$ cat config.mk
export PLATFORM = sky130hd
export DESIGN_NAME = sap1_run_ctrl
export DESIGN_NICKNAME = d
export VERILOG_FILES = /design/src/rtl/sap1_run_ctrl.sv
export SDC_FILE = /design/constraint.sdc
export NUM_CORES = 1
export LEC_CHECK = 0
export CORE_MARGIN = 5
export CORE_UTILIZATION = 50
export DETAILED_ROUTE_END_ITERATION = 12
export GPL_ROUTABILITY_DRIVEN = 1
export PLACE_DENSITY_LB_ADDON = 0.25
export SLEW_MARGIN = 20
export SYNTH_ARGS = -nofsm -noshare
export SYNTH_HDL_FRONTEND = slang
export SYNTH_SLANG_ARGS = --single-unit
$ cat constraint.sdc
create_clock -name sap_base_clock -period 4.6 [get_ports sap_base_clock]
set_input_delay 0.92 -clock sap_base_clock [delete_from_list [all_inputs] [get_ports sap_base_clock]]
set_output_delay 0.92 -clock sap_base_clock [all_outputs]
set_load 0.01 [all_outputs]
$ cat src/rtl/sap1_run_ctrl.sv
// ----------------------------------------------------------------------------
// sap1_run_ctrl
//   Run/clock controller for the SAP-1 datapath. Synchronizes and debounces the
//   front-panel controls, sequences the machine through clear, manual
//   single-step, free-run and halt, and emits a one-cycle advance strobe
//   (sap_clk_en) that every SAP-1 register qualifies on sap_base_clock.
//
// Parameters
//   DEBOUNCE_CYC  consecutive stable samples before a debounced input changes
//   AUTO_DIV      base-clock cycles per sap_clk_en pulse in auto mode
//   CLR_STRETCH   minimum cycles spent in clear per clear event
//
// Ports
//   sap_base_clock     in   system clock, rising edge
//   sap_rst_n          in   asynchronous active-low reset
//   sap_CleanStart_pb  in   raw pushbutton, 0 = clear pressed, 1 = released/start
//   sap_ManualAuto_sw  in   raw switch, 0 = manual, 1 = auto
//   sap_SingleStep_pb  in   raw pushbutton, 1 = pressed
//   sap_hlt            in   HLT from the control sequencer (synchronous level)
//   sap_clk_en         out  one-cycle advance strobe
//   sap_clr            out  active-high clear to PC, ring counter and registers
//   sap_running        out  1 in manual or auto state
//   sap_halted         out  1 in halt state
//   sap_mode_auto      out  debounced manual/auto switch value
// ----------------------------------------------------------------------------
module sap1_run_ctrl #(
    parameter int unsigned DEBOUNCE_CYC = 50000,
    parameter int unsigned AUTO_DIV     = 5000000,
    parameter int unsigned CLR_STRETCH  = 16
) (
    input  logic sap_base_clock,
    input  logic sap_rst_n,
    input  logic sap_CleanStart_pb,
    input  logic sap_ManualAuto_sw,
    input  logic sap_SingleStep_pb,
    input  logic sap_hlt,
    output logic sap_clk_en,
    output logic sap_clr,
    output logic sap_running,
    output logic sap_halted,
    output logic sap_mode_auto
);

    localparam int unsigned DbW  = $clog2(DEBOUNCE_CYC + 1);
    localparam int unsigned DivW = (AUTO_DIV > 1) ? $clog2(AUTO_DIV) : 1;
    localparam int unsigned StW  = $clog2(CLR_STRETCH + 1);

    localparam logic [DbW-1:0]  DbLast  = DbW'(DEBOUNCE_CYC - 1);
    localparam logic [DivW-1:0] DivLast = DivW'(AUTO_DIV - 1);
    localparam logic [StW-1:0]  StMax   = StW'(CLR_STRETCH);

    // Input vector bit positions and their reset (idle) values.
    localparam int unsigned IClr  = 0;
    localparam int unsigned IMode = 1;
    localparam int unsigned IStep = 2;
    localparam logic [2:0]  InRst = 3'b011;

    typedef enum logic [1:0] {
        StClear,
        StManual,
        StAuto,
        StHalt
    } state_e;

    // ------------------------------------------------------------------------
    // Input conditioning: 2-FF synchronizer followed by a run-length debouncer
    // ------------------------------------------------------------------------
    logic [2:0]     raw;
    logic [2:0]     sync1_q, sync2_q;
    logic [2:0]     db_q, db_d;
    logic [DbW-1:0] db_cnt_q [3];
    logic [DbW-1:0] db_cnt_d [3];

    assign raw = {sap_SingleStep_pb, sap_ManualAuto_sw, sap_CleanStart_pb};

    // The count tracks consecutive samples that disagree with the debounced
    // value; any agreeing sample restarts it.
    always_comb begin
        db_d = db_q;
        for (int i = 0; i < 3; i++) begin
            db_cnt_d[i] = '0;
            if (sync2_q[i] != db_q[i]) begin
                if (db_cnt_q[i] == DbLast) begin
                    db_d[i] = sync2_q[i];
                end else begin
                    db_cnt_d[i] = db_cnt_q[i] + DbW'(1);
                end
            end
        end
    end

    always_ff @(posedge sap_base_clock or negedge sap_rst_n) begin
        if (!sap_rst_n) begin
            sync1_q <= InRst;
            sync2_q <= InRst;
            db_q    <= InRst;
            for (int i = 0; i < 3; i++) begin
                db_cnt_q[i] <= '0;
            end
        end else begin
            sync1_q <= raw;
            sync2_q <= sync1_q;
            db_q    <= db_d;
            for (int i = 0; i < 3; i++) begin
                db_cnt_q[i] <= db_cnt_d[i];
            end
        end
    end

    // ------------------------------------------------------------------------
    // Edge detection on the debounced clear and step inputs
    // ------------------------------------------------------------------------
    logic clear_prev_q;
    logic step_prev_q;
    logic clear_press;
    logic step_rise;

    assign clear_press = clear_prev_q & ~db_q[IClr];
    assign step_rise   = db_q[IStep] & ~step_prev_q;

    // ------------------------------------------------------------------------
    // Run FSM
    // ------------------------------------------------------------------------
    state_e          state_q, state_d;
    logic [DivW-1:0] div_q, div_d;
    logic [StW-1:0]  stretch_q, stretch_d;
    logic            clk_en_q, clk_en_d;
    logic            clr_q, running_q, halted_q;

    always_comb begin
        state_d  = state_q;
        div_d    = '0;
        clk_en_d = 1'b0;

        if (clear_press) begin
            state_d = StClear;
        end else begin
            unique case (state_q)
                StClear: begin
                    if (db_q[IClr] && (stretch_q >= StMax)) begin
                        state_d = db_q[IMode] ? StAuto : StManual;
                    end
                end
                StManual: begin
                    if (sap_hlt) begin
                        state_d = StHalt;
                    end else if (db_q[IMode]) begin
                        state_d = StAuto;
                    end else begin
                        clk_en_d = step_rise;
                    end
                end
                StAuto: begin
                    if (sap_hlt) begin
                        state_d = StHalt;
                    end else if (!db_q[IMode]) begin
                        state_d = StManual;
                    end else if (div_q == DivLast) begin
                        clk_en_d = 1'b1;
                    end else begin
                        div_d = div_q + DivW'(1);
                    end
                end
                StHalt: begin
                    state_d = StHalt;
                end
                default: begin
                    state_d = StClear;
                end
            endcase
        end

        // Stretch counter restarts on every clear event, including a fresh
        // press while already clearing, and saturates at its exit threshold.
        stretch_d = stretch_q;
        if (state_d == StClear) begin
            if ((state_q != StClear) || clear_press) begin
                stretch_d = '0;
            end else if (stretch_q < StMax) begin
                stretch_d = stretch_q + StW'(1);
            end
        end
    end

    always_ff @(posedge sap_base_clock or negedge sap_rst_n) begin
        if (!sap_rst_n) begin
            state_q      <= StClear;
            div_q        <= '0;
            stretch_q    <= '0;
            clear_prev_q <= 1'b1;
            step_prev_q  <= 1'b0;
            clk_en_q     <= 1'b0;
            clr_q        <= 1'b1;
            running_q    <= 1'b0;
            halted_q     <= 1'b0;
        end else begin
            state_q      <= state_d;
            div_q        <= div_d;
            stretch_q    <= stretch_d;
            clear_prev_q <= db_q[IClr];
            step_prev_q  <= db_q[IStep];
            clk_en_q     <= clk_en_d;
            clr_q        <= (state_d == StClear);
            running_q    <= (state_d == StManual) || (state_d == StAuto);
            halted_q     <= (state_d == StHalt);
        end
    end

    assign sap_clk_en    = clk_en_q;
    assign sap_clr       = clr_q;
    assign sap_running   = running_q;
    assign sap_halted    = halted_q;
    assign sap_mode_auto = db_q[IMode];

endmodule

==> run summary, run 1 <==
The maximum number of pins on one net before global-route repair came out at 69. The core region area came out at 0.008763 mm^2. The final hold violation count is 0. The via-per-instance ratio came out at around 5.6. The initial antenna violation count is 0.

Broken down by cell family, the worst path's largest delay share belongs to flip-flops. The buffer count from post-CTS setup fixing came out at 0. The worst-case IR drop observed on VDD is between 0.00015 and 0.0002 V. The count of unique library cells instantiated by Yosys is 45. The final routed DRC violation total came out at 0.

The number of hold buffers added after CTS is 0. In this run the remaining antenna-violating nets after routing total 0. By area the synthesized netlist is led by dfrtp_1 (47%), xnor2_1 (5.8%), nor2_1 (5.2%).

The detailed-placement wirelength estimate came out at around 5500 um. The root buffer cell chosen for the clock tree is clkbuf_8. The starting utilization of the core area came out at between 50% and 60%. The number of maximum-capacitance constraint violations came out at 0. At the later pin of the worst-skew pair, clock insertion delay measures 0.35 ns.

The power share of the combinational group is 2.7%. The count of nets after finishing is between 400 and 500. The H-tree level count is 3. The wire length of the first global-routing pass is 14600 um. The start-to-end type of the worst setup path is register to primary output. The leakage component of the power is roughly 2 nW.

The die covers 0.01101 mm^2. The critical path goes through clkdlybuf4s50_1. The share of the clock period used by the worst path came out at 53.84%. The number of nets handed over by synthesis was 461.

The worst setup path is captured at a primary output. Summed over all layers, the routed wires come to 8042 um. Data on the critical path arrives at its endpoint at 1.56 ns.

The required time of the critical path came out at about 3.7 ns. The max-slew violation count was 0. The final cell utilization of the core came out at 56.01%. The worst relative slew slack is a little over two fifths.

The via count of the first global-routing pass is 3134. The die extent in y is between 100 and 150 um. The fraction of power spent switching nets is 21.25%. The total of endpoints with negative setup slack in the final report came out at 0. In this run the tool buffered the top-level ports with 10 buffer cells. The width of the die is 104.9 um. The part of the power in the clock network is 38.7%.

The average instance area after synthesis came out at 10.17 um^2. The path class of the tightest hold or removal check is register to register. The worst setup path is launched from a register.

The area occupied by multi-input gates came out at between 0.002 and 0.0025 mm^2. The synthesized instance count came out at between 400 and 500. Static timing analysis puts the maximum clock frequency at 403.8 MHz. The final RePlAce weighted congestion is roughly 0.80. The average wire length per cell after detail routing is approximately 14 um.

Setup repair after global routing left no endpoint under its margin. The setup TNS after final layout is 0 ns. The number of resized instances in the post-cts repair step came out at 0. In this run the cell area of the synthesized design comes to 0.004506 mm^2. The count of fill cells added during filler insertion came out at between 700 and 800. The clock tree from TritonCTS is yes. The number of buffers on the longest clock path is 2. The run finished with clean final reports. The slowest cell on the critical path is dfstp_2. The total number of vias is between 3000 and 4000. The clock sink total is 93. The total of flip-flops plus latches after synthesis is between 90 and 100. For this run, the leading register cell type out of synthesis is dfrtp_1.

The sequential area share after synthesis is 51.87%. Counting both buffers and inverters, the worst setup path holds a total of 1. The share of synthesized registers carrying an async set or reset came out at 100.0%. The register area is roughly 0.0023 mm^2. Global routing used 15.75% of the available tracks across all layers.

The net load switching power came out at between 0.3 and 0.4 mW. The power density over the cells came out at 290.1 mW/mm^2. The area share of the largest cell type after synthesis is roughly 47%. The total number of yosys warnings is 0.

The highest net fanout along the worst path came out at 8. The worst slack on hold paths is ~0.36 ns. Clock tree synthesis inserted a total of 9 buffers. Clock-pin slew was measured on the worst setup and hold paths at 0.08 ns. Cell internal power was estimated by the tool at 1.121 mW.

The initialized floorplan defines 34 standard-cell rows. The cell type with the largest total area after synthesis is dfrtp_1. The clock skew came out at 0.01209 ns. The length of the first detailed-routing pass in iterations is 4. The detailed router's first-iteration violation count is 95. The shortest clock period the worst path allows after layout came out at 2.477 ns.

The delay of the slowest cell on the worst path is 0.64 ns. Relative to the synthesized area, the layout overhead comes to 8.942%. Counting flops with a built-in enable in the synthesized netlist gives 0.

The repair_antennas step left the layout with diodes totalling 0. The share of layout cells above drive strength 1 came out at under 10%. In this run the count of I/O pins placed on the die edge is 11. The register share of total power is 58.6%. For the pin with the worst max-slew slack, the measured transition is 0.8615 ns. The total global routing overflow is 0.
[final timing paths]
kind,from,endpoint,slack (ns),cells after the start
min,sync1_q[1]$_DFF_PN1_,sync2_q[1]$_DFF_PN1_,0.36,0
max,db_q[1]$_DFFE_PN1P_,sap_mode_auto,2.12,1
min in group asynchronous,sap_rst_n,stretch_q[0]$_DFFE_PN0P_,0.65,1
min reg2reg,sync1_q[1]$_DFF_PN1_,sync2_q[1]$_DFF_PN1_,0.36,0
max reg2reg,state_q[0]$_DFF_PN0_,stretch_q[0]$_DFFE_PN0P_,2.23,10
max in group asynchronous,sap_rst_n,db_q[1]$_DFFE_PN1P_,3.05,2
[cells by family (layout without fill, tap and decap cells)]
| family | Yosys count | count (layout) | synth area share, % |
|---|---|---|---|
| and+or+nand+nor | 215 | 215 | 25.13 |
| xor gates and xnor gates | 52 | 52 | 10.11 |
| buffers and inverters | 21 | 37 | 1.861 |
| AOI/OAI and AO/OA | 45 | 45 | 6.471 |
| adders and majority gates | 13 | 13 | 3.554 |
| DFF | 93 | 93 | 51.87 |
| muxes | 4 | 4 | 0.9997 |
[Yosys cell counts (all sizes together), types with 9 or more instances]
cell type   n
a21oi      16
and3       10
dfrtp      85
ha         12
inv         9
nand2      31
nand3      24
nand4      24
nor2       63
nor3       13
nor4        9
o21ai      11
or3        10
xnor2      30
xor2       22
[registers in the layout, summed over array words and instances, names as in the netlist, 2 cells and up]
register / count
db_q: 3
state_q: 2
sync2_q: 3
div_q: 23
stretch_q: 5
db_cnt_q: 48
sync1_q: 3
[per-layer routing]
layer | up-vias | global-route usage (%) | wire length [um]
li1 | 1597 | - | -
met1 | 1550 | 21.38 | 3869
met2 | 32 | 25.45 | 3941
met3 | 2 | 3.946 | 189
met4 | 0 | 3.927 | 42
met5 | - | 0 | 0
[stage by stage]
| step | setup WS (ns) | power [mW] | cell area, um^2 | instances |
|---|---|---|---|---|
| finish | 2.123 | 1.424 | 4908 | 567 |
| CTS | 2.091 | 1.450 | 4908 | 567 |
| global route | 2.028 | 1.490 | 4908 | 567 |
| global placement | 1.833 | 0.8892 | 4703 | 551 |
| floorplan | 2.474 | 0.8638 | 4506 | 443 |
| detailed placement | 1.834 | 0.8904 | 4703 | 551 |
[cell type report]
type | instances | share of cell area [%]
clock buffer | 13 | 3.237
sequential | 93 | 47.62
multi-input combinational | 329 | 42.47
inverter | 9 | 0.6882
clock inverter | 3 | 0.9432
timing repair buffer | 12 | 2.294
tap | 108 | 2.753
[cell usage in the layout (no fill, tap or decap), types with 2 or more instances in the layout]
cell and instances:
a21oi_1 16, a22o_1 2, and3_1 10, and4_1 3, buf_4 3, clkbuf_1 2, clkbuf_8 11, clkdlybuf4s50_1 9
dfrtp_1 85, dfstp_2 8, ha_1 12, inv_1 9, mux2_2 4, nand2_1 31, nand3_1 24, nand4_1 23
nor2_1 63, nor2b_1 3, nor3_1 13, nor4_1 9, nor4b_1 5, nor4bb_1 7, o211a_1 2, o21ai_0 11
o31ai_1 4, or3_1 10, or4_1 7, xnor2_1 30, xor2_1 22
[power by group through the flow]
| stage | clock network, mW | registers (mW) | logic (mW) |
|---|---|---|---|
| final | 0.551 | 0.835 | 0.0382 |
| after global routing | 0.608 | 0.837 | 0.0448 |
| after CTS | 0.575 | 0.835 | 0.0399 |
| after detailed placement | 0 | 0.851 | 0.0396 |
| after global placement | 0 | 0.850 | 0.0388 |
| after floorplan | 0 | 0.849 | 0.0148 |
Note: power is estimated with default switching activity, not from simulation.
==> inputs of run 2 (changes only) <==
==> constraint.sdc (replaced) <==
create_clock -name sap_base_clock -period 2.08 [get_ports sap_base_clock]
set_input_delay 0.416 -clock sap_base_clock [delete_from_list [all_inputs] [get_ports sap_base_clock]]
set_output_delay 0.416 -clock sap_base_clock [all_outputs]
set_load 0.01 [all_outputs]
==> run 2 against run 1 <==
Via count up 4.2%. Clock skew about the same. Critical path depth up 9. Cell area up 4.6%. First-iteration DRC count down 11%. Sequential power up 120%. Non-clock buffer count up 21. Combinational power up 140%. Power up 130%. Flip-flop and latch count unchanged. Largest cell class unchanged. Highest routed layer unchanged.
==> run summary, run 2 (synthesis gave the netlist of run 1 again) <==
The path with the worst hold slack has its endpoint at sync2_q[1]$_DFF_PN1_. The H-tree level count was 3 (unchanged). The buffering stage count on the worst path with inverters included is 2 (+1). The worst slack on hold paths came out at 0.3636 ns (+0.002141 ns). The clock tree from TritonCTS is yes. The start-to-end type of the worst setup path is register to register. The total of endpoints with negative setup slack in the final report came out at 0 (unchanged). The logic depth of the worst register-to-register path is 10 (unchanged). The length of the first detailed-routing pass in iterations is 4 (unchanged). The detailed router's first-iteration violation count came out at 85 (-11%). The final non-filler cell area came out at 0.005132 mm^2 (+4.6%). The placed cell count came out at 568 (+3.1%). The width of the die was 104.9 um (unchanged). The max-slew violation count was 0 (unchanged). The via-per-instance ratio came to 5.636 (+0.46%).

The clock network latency to the later pin of the worst-skew pair is 0.36 ns (about the same). The count of nets after finishing came out at 493 (+4.4%). The die extent in y came out at 104.9 um (unchanged).

STA classifies the critical path endpoint as a register. The cell area after placement was 0.004846 mm^2 (+3.0%). The initial antenna violation count is 0 (unchanged).

The arrival time of the worst setup path came to 2.37 ns (+0.81 ns). The overall die area came out at 0.01101 mm^2 (unchanged). The via count of the first global-routing pass is 3229 (+3.0%). The clock skew is 0.01254 ns (+0.0004531 ns). The shortest clock period the worst path allows after layout is 2.066 ns. The delay of the slowest cell on the worst path came out at 0.43 ns (-0.21 ns). The final worst slack is 0.01447 ns (-2.109 ns).

The number of antenna diodes is 0 (unchanged). The total global routing overflow came out at 0 (unchanged). The run finished with clean final reports.

In this run the critical register-to-register path is captured at stretch_q[0]$_DFFE_PN0P_. The final routed DRC violation total is 0 (unchanged). The leakage component of the power is 2.151 nW (+6.7%). The average wire length per cell after detail routing came out at 14.26 um (+0.51%). The number of maximum-capacitance constraint violations is 0 (unchanged). Tracing the worst setup path back leads to its startpoint at state_q[1]$_DFF_PN0_. The wire length of the first global-routing pass is 14830 um (+1.6%). The final RePlAce weighted congestion came out at 0.8255 (+2.8%).

The post-CTS clock slew at the launch and capture registers of the worst setup and hold paths came out at 0.10 ns (+0.02 ns). The largest registers in the layout are db_cnt_q x48, div_q x23, stretch_q x5. The required time of the critical path was 2.38 ns (-1.30 ns). The number of cells in the finished layout apart from fillers came out at 588 (+3.7%).

The setup TNS after final layout came out at 0 ns (unchanged). The share of the clock period used by the worst path came out at 99.30%. The starting utilization of the core area is 51.41% (unchanged).

The standard-cell row count is 34 (unchanged). The core region area came out at 0.008763 mm^2 (unchanged). The worst hold path stage count came out at 0 (unchanged). The count of fill cells added during filler insertion came out at 748 (-2.3%). The overall routed net length is 8382 um (+4.2%). In this run the most critical hold path is launched from sync1_q[1]$_DFF_PN1_.

The area added between synthesis and finish is 13.91%. The path category of the worst min-delay check is register to register. The total number of vias was 3314 (+4.2%). The worst relative slew slack is 67.34% (+25 points).

Broken down by cell family, the worst path's largest delay share belongs to adder cells. The final hold violation count is 0 (unchanged). The worst flop-to-flop path startpoint is state_q[1]$_DFF_PN0_.

Clock tree synthesis selected as its root buffer the cell clkbuf_8. Traced cell by cell, the critical path runs through buf_4 -> buf_4 -> maj3_2 -> o22ai_1 -> nand2_1 -> o211ai_1 -> ha_2 -> nand3_2 -> nor2_4 -> mux2_2. The share of layout cells above drive strength 1 came out at 13.13% (+5.9 points).

The number of top-level design ports came out at 11 (unchanged). Setup repair after global routing could not meet its margin everywhere. The slowest cell on the critical path is dfrtp_1.

db_cnt_q holds more flip-flops than any other register. The detailed-placement wirelength estimate is 5881 um (+6.5%). The power density over the cells came out at 643.4 mW/mm^2 (+120%). The slack of the worst reg-to-reg path is 0.01 ns (-2.22 ns). The port buffer count is 10 (unchanged). The most common library cell in the layout ignoring fill and taps is dfrtp_1. The measured slew at the worst slew-check pin came out at 0.4887 ns (-0.3728 ns). The number of buffers on the longest clock path came out at 2 (unchanged). The combined global-route utilization of all metal layers is 15.98% (+0.23 points).

The highest net fanout along the worst path is 4 (-4). In the layout the commonest cells are dfrtp_1 (85), nor2_1 (62), nand2_1 (31). The post-placement worst setup slack came to -0.1062 ns (-1.940 ns). The cell that appears most often on the critical path is buf_4. The flip-flop count of the largest register after layout is 48 (unchanged).

The peak ir drop on the vdd network came out at 0.0003878 V (+140%). The number of clock buffers inserted by TritonCTS came out at 9 (unchanged). Static timing analysis puts the maximum clock frequency at approximately 480 MHz. The clock sink total is 93 (unchanged).

The category of the worst setup path launch point is a register. The number of nets with antenna violations after detailed routing came to 0 (unchanged). The maximum number of pins on one net before global-route repair came out at 44 (-36%).
-- run 2: cell count changes in the layout (fill, tap and decap cells not counted), moves of 2 or more --
cell / change
ha_1: -2
buf_4: +19
clkbuf_1: -2
inv_6: +3
ha_2: +2
clkbuf_8: -2
-- run 2: where the power goes --
| part | leakage [nW] | internal [mW] | switching, mW |
|---|---|---|---|
| clock | 0.117 | 0.697 | 0.669 |
| combinational | 0.780 | 0.0307 | 0.0597 |
| sequential | 1.25 | 1.83 | 0.0163 |
-- run 2: worst reg2reg max path, stage by stage, from the launching register on --
cell and delay (ns):
dfrtp_1 0.43, buf_4 0.15, buf_4 0.13, maj3_2 0.29
o22ai_1 0.16, nand2_1 0.10, o211ai_1 0.10, ha_2 0.24
nand3_2 0.12, nor2_4 0.14, mux2_2 0.15
-- run 2: final cells by class --
| class | count | area, um^2 | area share, % |
|---|---|---|---|
| clock inverters | 7 | 102.6 | 1.999 |
| clock buffers | 9 | 123.9 | 2.413 |
| inverters | 9 | 33.78 | 0.6582 |
| flip-flops and latches | 93 | 2337 | 45.54 |
| multi-input cells | 329 | 2115 | 41.20 |
| repair buffers | 33 | 285.3 | 5.558 |
| well taps | 108 | 135.1 | 2.633 |
-- run 2: worst max-delay path by stage --
stage / slack [ns] / cells past startpoint / endpoint
CTS: 0.01 / 10 / stretch_q[0]$_DFFE_PN0P_
detailed placement: -0.11 / 7 / stretch_q[0]$_DFFE_PN0P_
finish: 0.01 / 10 / stretch_q[0]$_DFFE_PN0P_
global route: -0.09 / 10 / stretch_q[1]$_DFFE_PN0P_
global placement: -0.04 / 7 / stretch_q[0]$_DFFE_PN0P_
floorplan: 0.0007 / 10 / stretch_q[0]$_DFFE_PN0P_
-- run 2: timing repair --
item | CTS | global route
endpoints found under the hold margin | 26 | 0
endpoints found under the setup margin | 5 | 10
gates cloned | 0 | 0
gates resized for setup | 2 | 7
pin swaps | 0 | 5
buffers inserted | 1 | 2
hold buffers | 1 | 0
-- run 2: per-layer routing --
layer,vias to the layer above,share of wire (%),global-route usage (%)
met5,-,0,0
met4,0,0.87,3.379
met3,8,3.0,4.377
met2,40,48,25.72
met1,1626,48,21.81
li1,1640,-,-
-- run 2: stage by stage --
step / utilization, % / power [mW]
after detailed placement: 55.30 / 1.974
after floorplan: - / 1.910
after global placement: 55.30 / 1.972
after global routing: 58.57 / 3.444
final: 58.57 / 3.302
after CTS: 58.11 / 3.352
